[src/rtl/fsm_arbiter_rr.sv]
// N-channel request/grant arbiter: fixed-priority or round-robin selection,
// bounded hold time with forced revocation, and an encoded grant index.
module fsm_arbiter_rr #(
   parameter int N        = 4,
   parameter int MAX_HOLD = 8,
   parameter int IW       = $clog2(N)
) (
   input  logic          clock_i,
   input  logic          reset_i,
   input  logic          mode_i,
   input  logic [N-1:0]  req_i,
   output logic [N-1:0]  gnt_o,
   output logic          gnt_valid_o,
   output logic [IW-1:0] gnt_id_o,
   output logic          timeout_o
);

   localparam int HW = (MAX_HOLD > 0) ? $clog2(MAX_HOLD + 1) : 1;

   typedef enum logic {
      IDLE,
      GRANT
   } state_e;

   state_e        state_q;
   logic [IW-1:0] rr_ptr_q;
   logic [IW-1:0] gnt_id_q;
   logic [N-1:0]  gnt_q;
   logic [N-1:0]  skip_mask_q;
   logic [HW-1:0] hold_cnt_q;
   logic          gnt_valid_q;
   logic          timeout_q;

   logic [N-1:0]  unmasked;
   logic [N-1:0]  cand;
   logic [IW-1:0] win_id_d;
   logic          hold_limit;
   int            idx;

   // A previously revoked owner is passed over only while someone else is asking.
   always_comb begin
      // NOTE: every combinational output gets a default first so no latch is inferred.
      unmasked = req_i & ~skip_mask_q;
      cand     = (|unmasked) ? unmasked : req_i;
      win_id_d = '0;
      idx      = 0;
      if (!mode_i) begin
         for (int i = N - 1; i >= 0; i--) begin
            if (cand[i]) win_id_d = IW'(i);
         end
      end else begin
         // Scan from farthest to nearest so the first hit after rr_ptr wins.
         for (int k = N; k >= 1; k--) begin
            idx = int'(rr_ptr_q) + k;
            if (idx >= N) idx = idx - N;
            if (cand[idx]) win_id_d = IW'(idx);
         end
      end
   end

   assign hold_limit = (MAX_HOLD != 0) && (hold_cnt_q == HW'(MAX_HOLD));

   always_ff @(posedge clock_i) begin
      // NOTE: sequential state uses non-blocking assignments so all registers update together.
      if (reset_i) begin
         state_q     <= IDLE;
         rr_ptr_q    <= IW'(N - 1);
         gnt_id_q    <= '0;
         gnt_q       <= '0;
         gnt_valid_q <= 1'b0;
         skip_mask_q <= '0;
         hold_cnt_q  <= '0;
         timeout_q   <= 1'b0;
      end else begin
         timeout_q <= 1'b0;
         case (state_q)
            IDLE: begin
               if (|req_i) begin
                  state_q     <= GRANT;
                  gnt_q       <= {{(N-1){1'b0}}, 1'b1} << win_id_d;
                  gnt_id_q    <= win_id_d;
                  gnt_valid_q <= 1'b1;
                  rr_ptr_q    <= win_id_d;
                  hold_cnt_q  <= HW'(1);
                  skip_mask_q <= '0;
               end
            end
            GRANT: begin
               // Release takes precedence over the hold limit.
               if (!req_i[gnt_id_q]) begin
                  state_q     <= IDLE;
                  gnt_q       <= '0;
                  gnt_id_q    <= '0;
                  gnt_valid_q <= 1'b0;
                  hold_cnt_q  <= '0;
               end else if (hold_limit) begin
                  state_q     <= IDLE;
                  gnt_q       <= '0;
                  gnt_id_q    <= '0;
                  gnt_valid_q <= 1'b0;
                  hold_cnt_q  <= '0;
                  timeout_q   <= 1'b1;
                  skip_mask_q <= gnt_q;
               end else if (hold_cnt_q != '1) begin
                  hold_cnt_q <= hold_cnt_q + HW'(1);
               end
            end
            default: state_q <= IDLE;
         endcase
      end
   end

   assign gnt_o       = gnt_q;
   assign gnt_valid_o = gnt_valid_q;
   assign gnt_id_o    = gnt_id_q;
   assign timeout_o   = timeout_q;

endmodule

[config.mk]
export PLATFORM = sky130hd
export DESIGN_NAME = fsm_arbiter_rr
export DESIGN_NICKNAME = d
export VERILOG_FILES = /design/src/rtl/fsm_arbiter_rr.sv
export SDC_FILE = /design/constraint.sdc
export NUM_CORES = 1
export LEC_CHECK = 0
export BUFFER_PORTS_ARGS = -buffer_cell sky130_fd_sc_hd__buf_2
export CORE_UTILIZATION = 50
export CTS_CLUSTER_SIZE = 25
export DETAILED_ROUTE_END_ITERATION = 12
export PLACE_DENSITY = 0.74
export SLEW_MARGIN = 20
export SYNTH_ARGS = -nofsm -noshare
export SYNTH_HDL_FRONTEND = slang
export SYNTH_SLANG_ARGS = --single-unit
[constraint.sdc]
create_clock -name clock_i -period 1.6 [get_ports clock_i]
set_input_delay 0.16 -clock clock_i [delete_from_list [all_inputs] [get_ports clock_i]]
set_output_delay 0.16 -clock clock_i [all_outputs]
set_load 0.005 [all_outputs]
==> results.json, run 1 <==
{
  "syn_area_sq_um": 1110,
  "place_congestion": 0.959,
  "cpMaxStageDelayCell": "dfxtp_2",
  "overflow": 0,
  "final_core_util": 0.752,
  "min_from": "reset_i",
  "synth_area_per_cell_sq_um": 8.69,
  "n_antenna_cell": 0,
  "holdPathEnd": "skip_mask_q[3]",
  "relSlewSlack": 0.669,
  "critPathMaxStageDelay_ps": 330,
  "r2r-end": "gnt_o[2]",
  "yosysUniqueCellTypes": 47,
  "min_period_ps": 1730,
  "hold_violations": 0,
  "synth_fp_nets": 137,
  "grt_pass1_vias": 1154,
  "skew_ps": 8.01,
  "grt_max_degree": 16,
  "dieArea_sq_um": 2420,
  "ant_nets": 0,
  "cpMostUsedCell": "o31a_1",
  "grt_usage": 0.281,
  "cpLargestDelayFamily": "compound AO/OA/AOI/OAI gates",
  "hold_class": "input pin to flop",
  "clk_latency_ps": 310,
  "setup_ws_ps": -134,
  "std_cell_rows": 16,
  "yosysMostFrequentCell": "dfxtp_1",
  "cp.required_ps": 1800,
  "path_class": "flop to flop",
  "peakVddDrop_v": 0.000700,
  "yosysTopAreaCellShare": 0.342,
  "syn2layout_area_growth_pct": 36.7,
  "io_buffers": 14,
  "synth_area_leader_cell": "dfxtp_1",
  "dp_hpwl_um": 2180,
  "die_w_um": 49.2,
  "power.density_nw_per_um2": 726,
  "leakage_uw": 0.000613,
  "worst_slew_pin_slew_ps": 492,
  "die_h_um": 49.2,
  "clk_pin_slew_ps": 120,
  "numCtsBuffers": 3,
  "drc": 0,
  "synth-edff-count": 0,
  "wire_per_inst_um": 16.6,
  "viasPerCell": 6.16,
  "cts-htree-levels": 1,
  "antenna_found_initial": 0,
  "core_sq_um": 2020,
  "num_vias": 1183,
  "initial_core_util": 0.550,
  "async_flop_share": 0,
  "num-nets-final": 175,
  "violations": "negative setup slack",
  "cts_tree": "yes",
  "setup_viol": 14,
  "syn_inst": 128,
  "crit_path_start_kind": "flop",
  "r2r_cells": 6,
  "cap_violations": 0,
  "synth_area_leaders": "dfxtp_1 (34%), a21oi_1 (4.5%), nor2_1 (4.0%)",
  "cts_sinks": 19,
  "hold_buffers": 0,
  "reg2reg_from": "skip_mask_q[2]",
  "worst_ep_arrival_time_ps": 1940,
  "clockBufferDepth": 2,
  "instances_no_fill": 192,
  "fin_crit_sh": 1.08,
  "path_cells": "and2b_4 > o31a_1 > o31a_1 > o211ai_1 > nand2_1 > a32o_1",
  "layout-drive-gt1-share": 0.479,
  "root_buffer": "clkbuf_4",
  "crit_buf_inv": 0,
  "max_freq_mhz": 577,
  "synth.top_cells.by_count": "dfxtp_1 (19), nor2_1 (12), nand2_1 (11)",
  "rrSetupSlack_ps": -130,
  "ios": 15,
  "rsz0062_at_grt": "yes",
  "dp_cells": 188,
  "seq_area_frac_synth": 0.342,
  "routed_wl_um": 3180,
  "status": "finished with violations",
  "drtIter0Drc": 54,
  "slew_violations": 0,
  "cp-end-kind": "flop",
  "min_path_cells": 2,
  "synth-main-ff-cell": "dfxtp_1",
  "ys_ff_latch": 19,
  "grt_pass1_wl_um": 5150,
  "cp_max_fo": 6,
  "firstDrtPassIters": 4,
  "ys_warn_count": 0
}
==> placed cells by master (no fill, tap or decap), drive strengths merged, types with 2 or more instances in the layout <==
| cell | netlist | routed |
|---|---|---|
| nor2b | 5 | 5 |
| or2 | 2 | 2 |
| and2 | 2 | 2 |
| a22o | 2 | 2 |
| nor2 | 13 | 13 |
| and2b | 2 | 2 |
| o32ai | 4 | 4 |
| a21oi | 11 | 11 |
| o31a | 3 | 3 |
| inv | 7 | 7 |
| xor2 | 2 | 2 |
| o21ai | 8 | 8 |
| nand2 | 11 | 11 |
| nand4 | 2 | 2 |
| ha | 2 | 2 |
| dfxtp | 19 | 19 |
| o2111ai | 2 | 2 |
| buf | 2 | 37 |
| clkbuf | 2 | 4 |
| nand3 | 6 | 6 |
| a32oi | 2 | 2 |
| a32o | 2 | 2 |
==> sequential cells by signal (all words and copies together) (netlist names) <==
register	flops
gnt_id_o	2
gnt_o	4
gnt_valid_o	1
hold_cnt_q	4
rr_ptr_q	2
skip_mask_q	4
state_q	1
timeout_o	1
==> report_power, final <==
part | switching, uW | leakage [uW] | internal [uW]
sequential | 29.7 | 0.000158 | 502
clock | 159 | 0.0000150 | 97.4
combinational | 165 | 0.000440 | 151
total | 354 | 0.000613 | 750
==> layer usage <==
| layer | global-route usage | wire length (um) | part of all wire |
|---|---|---|---|
| met5 | 0 | 0 | 0 |
| met4 | 0.132 | 91 | 0.029 |
| met3 | 0.0405 | 182 | 0.057 |
| met2 | 0.470 | 1520 | 0.48 |
| met1 | 0.350 | 1390 | 0.44 |
==> per-stage QoR <==
stage / setup slack [ps] / TNS, ps / total power, uW / instance area (sq um) / hold WS [ps]
final: -134 / -891 / 1100 / 1520 / 207
after global routing: -238 / -2090 / 1150 / 1520 / 218
after CTS: -146 / -931 / 1080 / 1470 / 195
after detailed placement: -256 / -2520 / 802 / 1370 / 473
after global placement: -214 / -2070 / 794 / 1370 / 480
after floorplan: -98.4 / -267 / 691 / 1120 / 366
==> what timing repair did <==
action	CTS	global route
endpoints found under the setup margin	16	17
pin swaps	11	10
setup buffers	2	0
resized for setup	19	15
==> worst max path at each step <==
stage / startpoint / end / slack [ps] / depth (start not counted)
floorplan: gnt_id_o[0] / hold_cnt_q[3] / -100 / 6
global placement: req_i[0] / gnt_o[2] / -210 / 8
detailed placement: req_i[1] / gnt_o[3] / -260 / 8
CTS: skip_mask_q[1] / gnt_o[2] / -150 / 7
global route: skip_mask_q[2] / gnt_o[1] / -240 / 6
finish: skip_mask_q[2] / gnt_o[2] / -130 / 6
==> cells by family after synthesis <==
logic type,share of synthesized area
flip-flops,0.342
XOR/XNOR,0.0158
AND/OR/NAND/NOR,0.223
adder cells (fa/ha/maj),0.0225
AO/OA/AOI/OAI,0.333
multiplexers,0.0202
buffers and inverters,0.0439
==> layout make-up <==
| cell class | count | area [sq um] |
|---|---|---|
| multi-input combinational | 98 | 797 |
| sequential | 19 | 387 |
| timing repair buffer | 37 | 250 |
| inverter | 7 | 26.3 |
| tap | 27 | 33.8 |
| clock buffer | 4 | 26.3 |
| fill | 144 | 502 |
Power figures use the tool's default switching activity.
==> run 2: changes to the inputs <==
Settings changed: ABC_AREA set to 1, CORE_UTILIZATION 50 to 51.
==> run 2 against run 1 <==
  * Combinational power up 69%
  * Fmax up 0.16%
  * First-iteration DRC count shrank 37%
  * The run still ends with negative setup slack left
  * Critical endpoint is now gnt_id_o[0]
==> results.json, run 2 <==
{
  "status": "finished with violations",
  "violations": "negative setup slack",
  "skew_ps": 2.21,
  "yosysTopAreaCellShare": 0.309,
  "path_class": "flop to flop",
  "cpLargestDelayFamily": "simple AND/OR/NAND/NOR gates",
  "firstDrtPassIters": 4,
  "overflow": 0,
  "hold_violations": 0,
  "cp_max_fo": 6,
  "synth-edff-count": 0,
  "syn2layout_area_growth_pct": 28.2,
  "synth-main-ff-cell": "dfxtp_1",
  "core_sq_um": 2230,
  "antenna_found_initial": 0,
  "cap_violations": 0,
  "max_freq_mhz": 577,
  "p_total_uw": 1340,
  "hold_ws_ps": 179,
  "rsz0062_at_grt": "yes",
  "syn_area_sq_um": 1230,
  "routed_wl_um": 3220,
  "cts_tree": "yes",
  "cts_sinks": 19,
  "yosysMostFrequentCell": "nand2_1",
  "comb_power_share": 0.397,
  "postLayoutCellArea_sq_um": 1580,
  "ant_nets": 0,
  "min_from": "reset_i",
  "num-nets-final": 230,
  "net-switching-power_uw": 533,
  "hold_class": "input pin to flop",
  "wire_per_inst_um": 13.0,
  "peakVddDrop_v": 0.000732,
  "clockBufferDepth": 2,
  "place_congestion": 0.897,
  "syn_inst": 187,
  "die_h_um": 51.1,
  "viasPerCell": 5.23,
  "cp.required_ps": 1800,
  "worst_ep_arrival_time_ps": 1940,
  "grt_max_degree": 13,
  "final_core_util": 0.706,
  "internal_power_uw": 810,
  "layout-drive-gt1-share": 0.405,
  "clk_pin_slew_ps": 110,
  "n_antenna_cell": 0,
  "power.share.clock": 0.187,
  "reg2reg_from": "skip_mask_q[0]",
  "io_buffers": 14,
  "relSlewSlack": 0.712,
  "yosysUniqueCellTypes": 29,
  "dieArea_sq_um": 2610,
  "final_common_cell": "nand2_1",
  "root_buffer": "clkbuf_4",
  "layout_common_cells": "nand2_1 (38), inv_1 (25), nor2_1 (18)",
  "ios": 15,
  "synth_area_per_cell_sq_um": 6.58,
  "fin_crit_sh": 1.08,
  "leakage_uw": 0.000793,
  "p_seq_frac": 0.416,
  "async_flop_share": 0,
  "setup_viol": 8,
  "path_cells": "inv_2 > nand2_4 > nand2_4 > nor2_4 > nand2_2 > nand3_2 > nand3_2 > nand2_1 > inv_1 > nand2_2 > nand2_1 > nand2_1 > nand3_2 > nand3_4 > o21bai_2",
  "synth_fp_nets": 196,
  "drtIter0Drc": 34,
  "r2r_cells": 15,
  "power.density_nw_per_um2": 851,
  "crit_path_start_kind": "flop",
  "std_cell_rows": 17,
  "place_area_sq_um": 1410,
  "dp_slack_ps": -95.8,
  "regArea_sq_um": 389,
  "r2r-end": "gnt_id_o[0]",
  "drc": 0,
  "multiInputGateArea_sq_um": 805,
  "cp-end-kind": "flop",
  "min_path_cells": 2,
  "clk_latency_ps": 310,
  "num_vias": 1297,
  "crit_buf_inv": 2,
  "grt_usage": 0.278,
  "worst_slew_pin_slew_ps": 428,
  "setup_ws_ps": -132,
  "rrSetupSlack_ps": -130,
  "synth.top_cells.by_count": "nand2_1 (46), inv_1 (29), dfxtp_1 (19)",
  "fillCellCount": 196,
  "numCtsBuffers": 3,
  "slew_violations": 0,
  "min_period_ps": 1730,
  "holdPathEnd": "skip_mask_q[3]",
  "critPathMaxStageDelay_ps": 350,
  "cpMaxStageDelayCell": "dfxtp_2",
  "initial_core_util": 0.551,
  "synth_area_leader_cell": "dfxtp_1",
  "ys_warn_count": 0,
  "grt_pass1_wl_um": 5290,
  "seq_area_frac_synth": 0.309,
  "cts-htree-levels": 1,
  "dp_hpwl_um": 2400,
  "synth_area_leaders": "dfxtp_1 (31%), nand2_1 (14%), inv_1 (8.8%)",
  "p_sw_frac": 0.397,
  "grt_pass1_vias": 1224,
  "ys_ff_latch": 19,
  "die_w_um": 51.1
}
==> run 2: cell families (layout without fill, tap and decap cells) <==
family	count (synthesis)	in the layout	share of synthesized area
and+or+nand+nor	104	104	0.424
buffers and inverters	35	68	0.110
DFF	19	19	0.309
adders and majority gates	2	2	0.0203
AOI/OAI and AO/OA	27	27	0.137
==> run 2: repair_timing <==
item,4_1_cts,5_1_grt
hold buffers,0,0
setup buffers,4,2
setup endpoints to repair,8,16
resized for setup,20,15
pin swaps,8,4
==> run 2: stage by stage <==
stage	TNS [ps]	std cells
after floorplan	0	187
after global placement	-75.3	238
after detailed placement	-487	238
after CTS	-363	246
after global routing	-1740	248
final	-710	248
==> run 2: metal layers <==
metal	vias up	wire, um	share of wire	GRT usage
li1	658	-	-	-
met1	600	1460	0.45	0.324
met2	30	1550	0.48	0.474
met3	9	133	0.041	0.0595
met4	0	76	0.024	0.139
met5	-	0	0	0
==> run 2: worst max path at each step <==
| stage | startpoint | to | slack [ps] | depth (start not counted) |
|---|---|---|---|---|
| final | skip_mask_q[0] | gnt_id_o[0] | -130 | 15 |
| after detailed placement | skip_mask_q[0] | gnt_o[2] | -100 | 16 |
| after floorplan | skip_mask_q[0] | gnt_id_o[0] | 110 | 15 |
| after global placement | skip_mask_q[0] | gnt_o[2] | -40 | 15 |
| after CTS | skip_mask_q[3] | gnt_id_o[0] | -70 | 15 |
| after global routing | skip_mask_q[0] | gnt_o[3] | -230 | 15 |
==> run 2: worst register-to-register path: stages (launching register included) <==
cell	delay (ps)
dfxtp_2	350
inv_2	60
nand2_4	90
nand2_4	70
nor2_4	180
nand2_2	120
nand3_2	100
nand3_2	90
nand2_1	70
inv_1	50
nand2_2	50
nand2_1	40
nand2_1	60
nand3_2	120
nand3_4	110
o21bai_2	70
==> run 2: power by group through the flow <==
stage / sequential (uW) / clock, uW / combinational [uW]
floorplan: 556 / 0 / 349
global placement: 563 / 0 / 454
detailed placement: 565 / 0 / 464
CTS: 555 / 256 / 489
global route: 565 / 281 / 591
finish: 558 / 251 / 533
==> run 2: area by class of cell <==
type / count / share of cell area
Clock buffer: 3 / 0.0143
Multi-Input combinational cell: 133 / 0.510
Sequential cell: 19 / 0.247
Timing Repair Buffer: 31 / 0.125
Tap cell: 28 / 0.0222
Inverter: 33 / 0.0785
Clock inverter: 1 / 0.00317
==> run 3: changes to the inputs <==
Settings changed: CORE_MARGIN set to 2, CTS_BUF_LIST set to sky130_fd_sc_hd__clkbuf_4 sky130_fd_sc_hd__clkbuf_8 sky130_fd_sc_hd__clkbuf_16, GPL_ROUTABILITY_DRIVEN set to 1.
==> run 3 against run 2 <==
  * The run still ends with negative setup slack left
  * Non-clock buffer count up 1
  * Register-to-register slack is essentially flat
  * Combinational power up 5.8%
  * Worst hold slack improved by 4.2 ps
  * Fmax is 0.51% higher
  * Setup slack better by 8.9 ps
  * Sequential share of layout area shrank 0.56 points
  * Sequential power shrank 0.7%
  * Critical path type unchanged
  * Largest cell class unchanged
  * Largest power group is now combinational cells
  * Highest routed layer unchanged
==> results.json, run 3 (synthesized netlist as in run 2, its figures left out) <==
{
  "status": "finished with violations",
  "violations": "negative setup slack",
  "startpoint": "skip_mask_q[0]",
  "syn2layout_area_growth_pct": 30.3,
  "fin_crit_sh": 1.08,
  "grt_pass1_vias": 1224,
  "setup_ws_ps": -123,
  "root_buffer": "clkbuf_4",
  "max_freq_mhz": 580,
  "rsz0062_at_grt": "yes",
  "peakVddDrop_v": 0.000722,
  "postLayoutCellArea_sq_um": 1600,
  "cp-end-kind": "flop",
  "die_w_um": 53.1,
  "cts-htree-levels": 1,
  "final_common_cell": "nand2_1",
  "antenna_found_initial": 0,
  "setup_viol": 7,
  "num-nets-final": 231,
  "instances_no_fill": 249,
  "worst_ep_arrival_time_ps": 1980,
  "min_path_cells": 2,
  "ios": 15,
  "grt_pass1_wl_um": 5290,
  "num_vias": 1317,
  "min_period_ps": 1720,
  "hold_violations": 0,
  "r2r-end": "gnt_id_o[0]",
  "n_antenna_cell": 0,
  "io_buffers": 14,
  "tns_ps": -674,
  "hold_class": "input pin to flop",
  "reg2reg_from": "skip_mask_q[0]",
  "clk_latency_ps": 320,
  "dieArea_sq_um": 2820,
  "ant_nets": 0,
  "cts_tree": "yes",
  "viasPerCell": 5.29,
  "slew_violations": 0,
  "cp_max_fo": 6,
  "wire_per_inst_um": 13.2,
  "place_area_sq_um": 1390,
  "final_core_util": 0.711,
  "skew_ps": 2.18,
  "initial_core_util": 0.546,
  "rrSetupSlack_ps": -120,
  "grt_max_degree": 13,
  "r2r_cells": 16,
  "core_sq_um": 2250,
  "die_h_um": 53.1,
  "cp.required_ps": 1850,
  "clk_pin_slew_ps": 110,
  "power.density_nw_per_um2": 856,
  "worst_slew_pin_slew_ps": 360,
  "clockBufferDepth": 2,
  "dp_hpwl_um": 2350,
  "firstDrtPassIters": 4,
  "path_class": "flop to flop",
  "std_cell_rows": 17,
  "crit_path_end": "gnt_id_o[0]",
  "layout-drive-gt1-share": 0.403,
  "relSlewSlack": 0.758,
  "leakage_uw": 0.000797,
  "dp_cells": 236,
  "numCtsBuffers": 3,
  "grt_usage": 0.257,
  "layout_common_cells": "nand2_1 (37), inv_1 (24), nor2_1 (18)",
  "cts_sinks": 19,
  "crit_path_start_kind": "flop",
  "drtIter0Drc": 52,
  "place_congestion": 0.923,
  "cap_violations": 0,
  "routed_wl_um": 3300,
  "drc": 0,
  "overflow": 0
}
run 3: how the worst min path moves through the flow:
stage,from,endpoint,slack [ps]
5_1_grt,reset_i,skip_mask_q[1],200
4_1_cts,reset_i,skip_mask_q[2],170
6_report,reset_i,skip_mask_q[3],180
3_5_place_dp,gnt_valid_o,gnt_valid_o,440
3_3_place_gp,gnt_valid_o,gnt_valid_o,420
2_1_floorplan,reset_i,gnt_o[2],300
run 3: what timing repair did:
action                     in CTS  in global routing
setup endpoints to repair       8                 17
hold buffers                    0                  0
resized for setup              27                 11
setup buffers                   7                  2
pin swaps                      10                 10
run 3: report_power, final:
part | leakage [uW] | switching, uW | internal [uW]
clock network | 0.0000177 | 161 | 93.8
logic | 0.000621 | 358 | 206
registers | 0.000158 | 35.9 | 518
total | 0.000797 | 555 | 818
run 3: final cells by class:
type | count | area [sq um]
clock inverters | 1 | 5.00
clock buffers | 3 | 22.5
inverters | 33 | 125
flip-flops and latches | 19 | 387
fillers | 186 | 651
well taps | 28 | 35.0
multi-input cells | 133 | 821
repair buffers | 32 | 209
run 3: critical path: stages, from the launching register on:
cell and delay (ps):
dfxtp_2 360, inv_2 50, nand2_4 70, nand2_4 60, nor2_4 190, nand2_1 80, nand3_1 80, nand2_1 80
clkinv_2 70, nand2_2 50, inv_2 50, nand2_2 50, nand2_1 60, nand2_1 60, nand3_2 100, nand3_4 120
o21bai_4 130
run 3: routing by layer:
| layer | up-vias | GRT usage | wire length [um] |
|---|---|---|---|
| met1 | 609 | 0.307 | 1430 |
| met2 | 35 | 0.448 | 1620 |
| met3 | 11 | 0.0395 | 154 |
| met4 | 0 | 0.120 | 91 |
| li1 | 662 | - | - |
| met5 | - | 0 | 0 |
run 3: per-stage QoR:
step                      setup WS [ps]  hold slack [ps]  power [uW]
after floorplan                     109              305         905
after global placement            -27.8              424        1020
after detailed placement           -115              436        1030
after CTS                         -65.9              173        1320
after global routing               -237              195        1450
final                              -123              184        1370
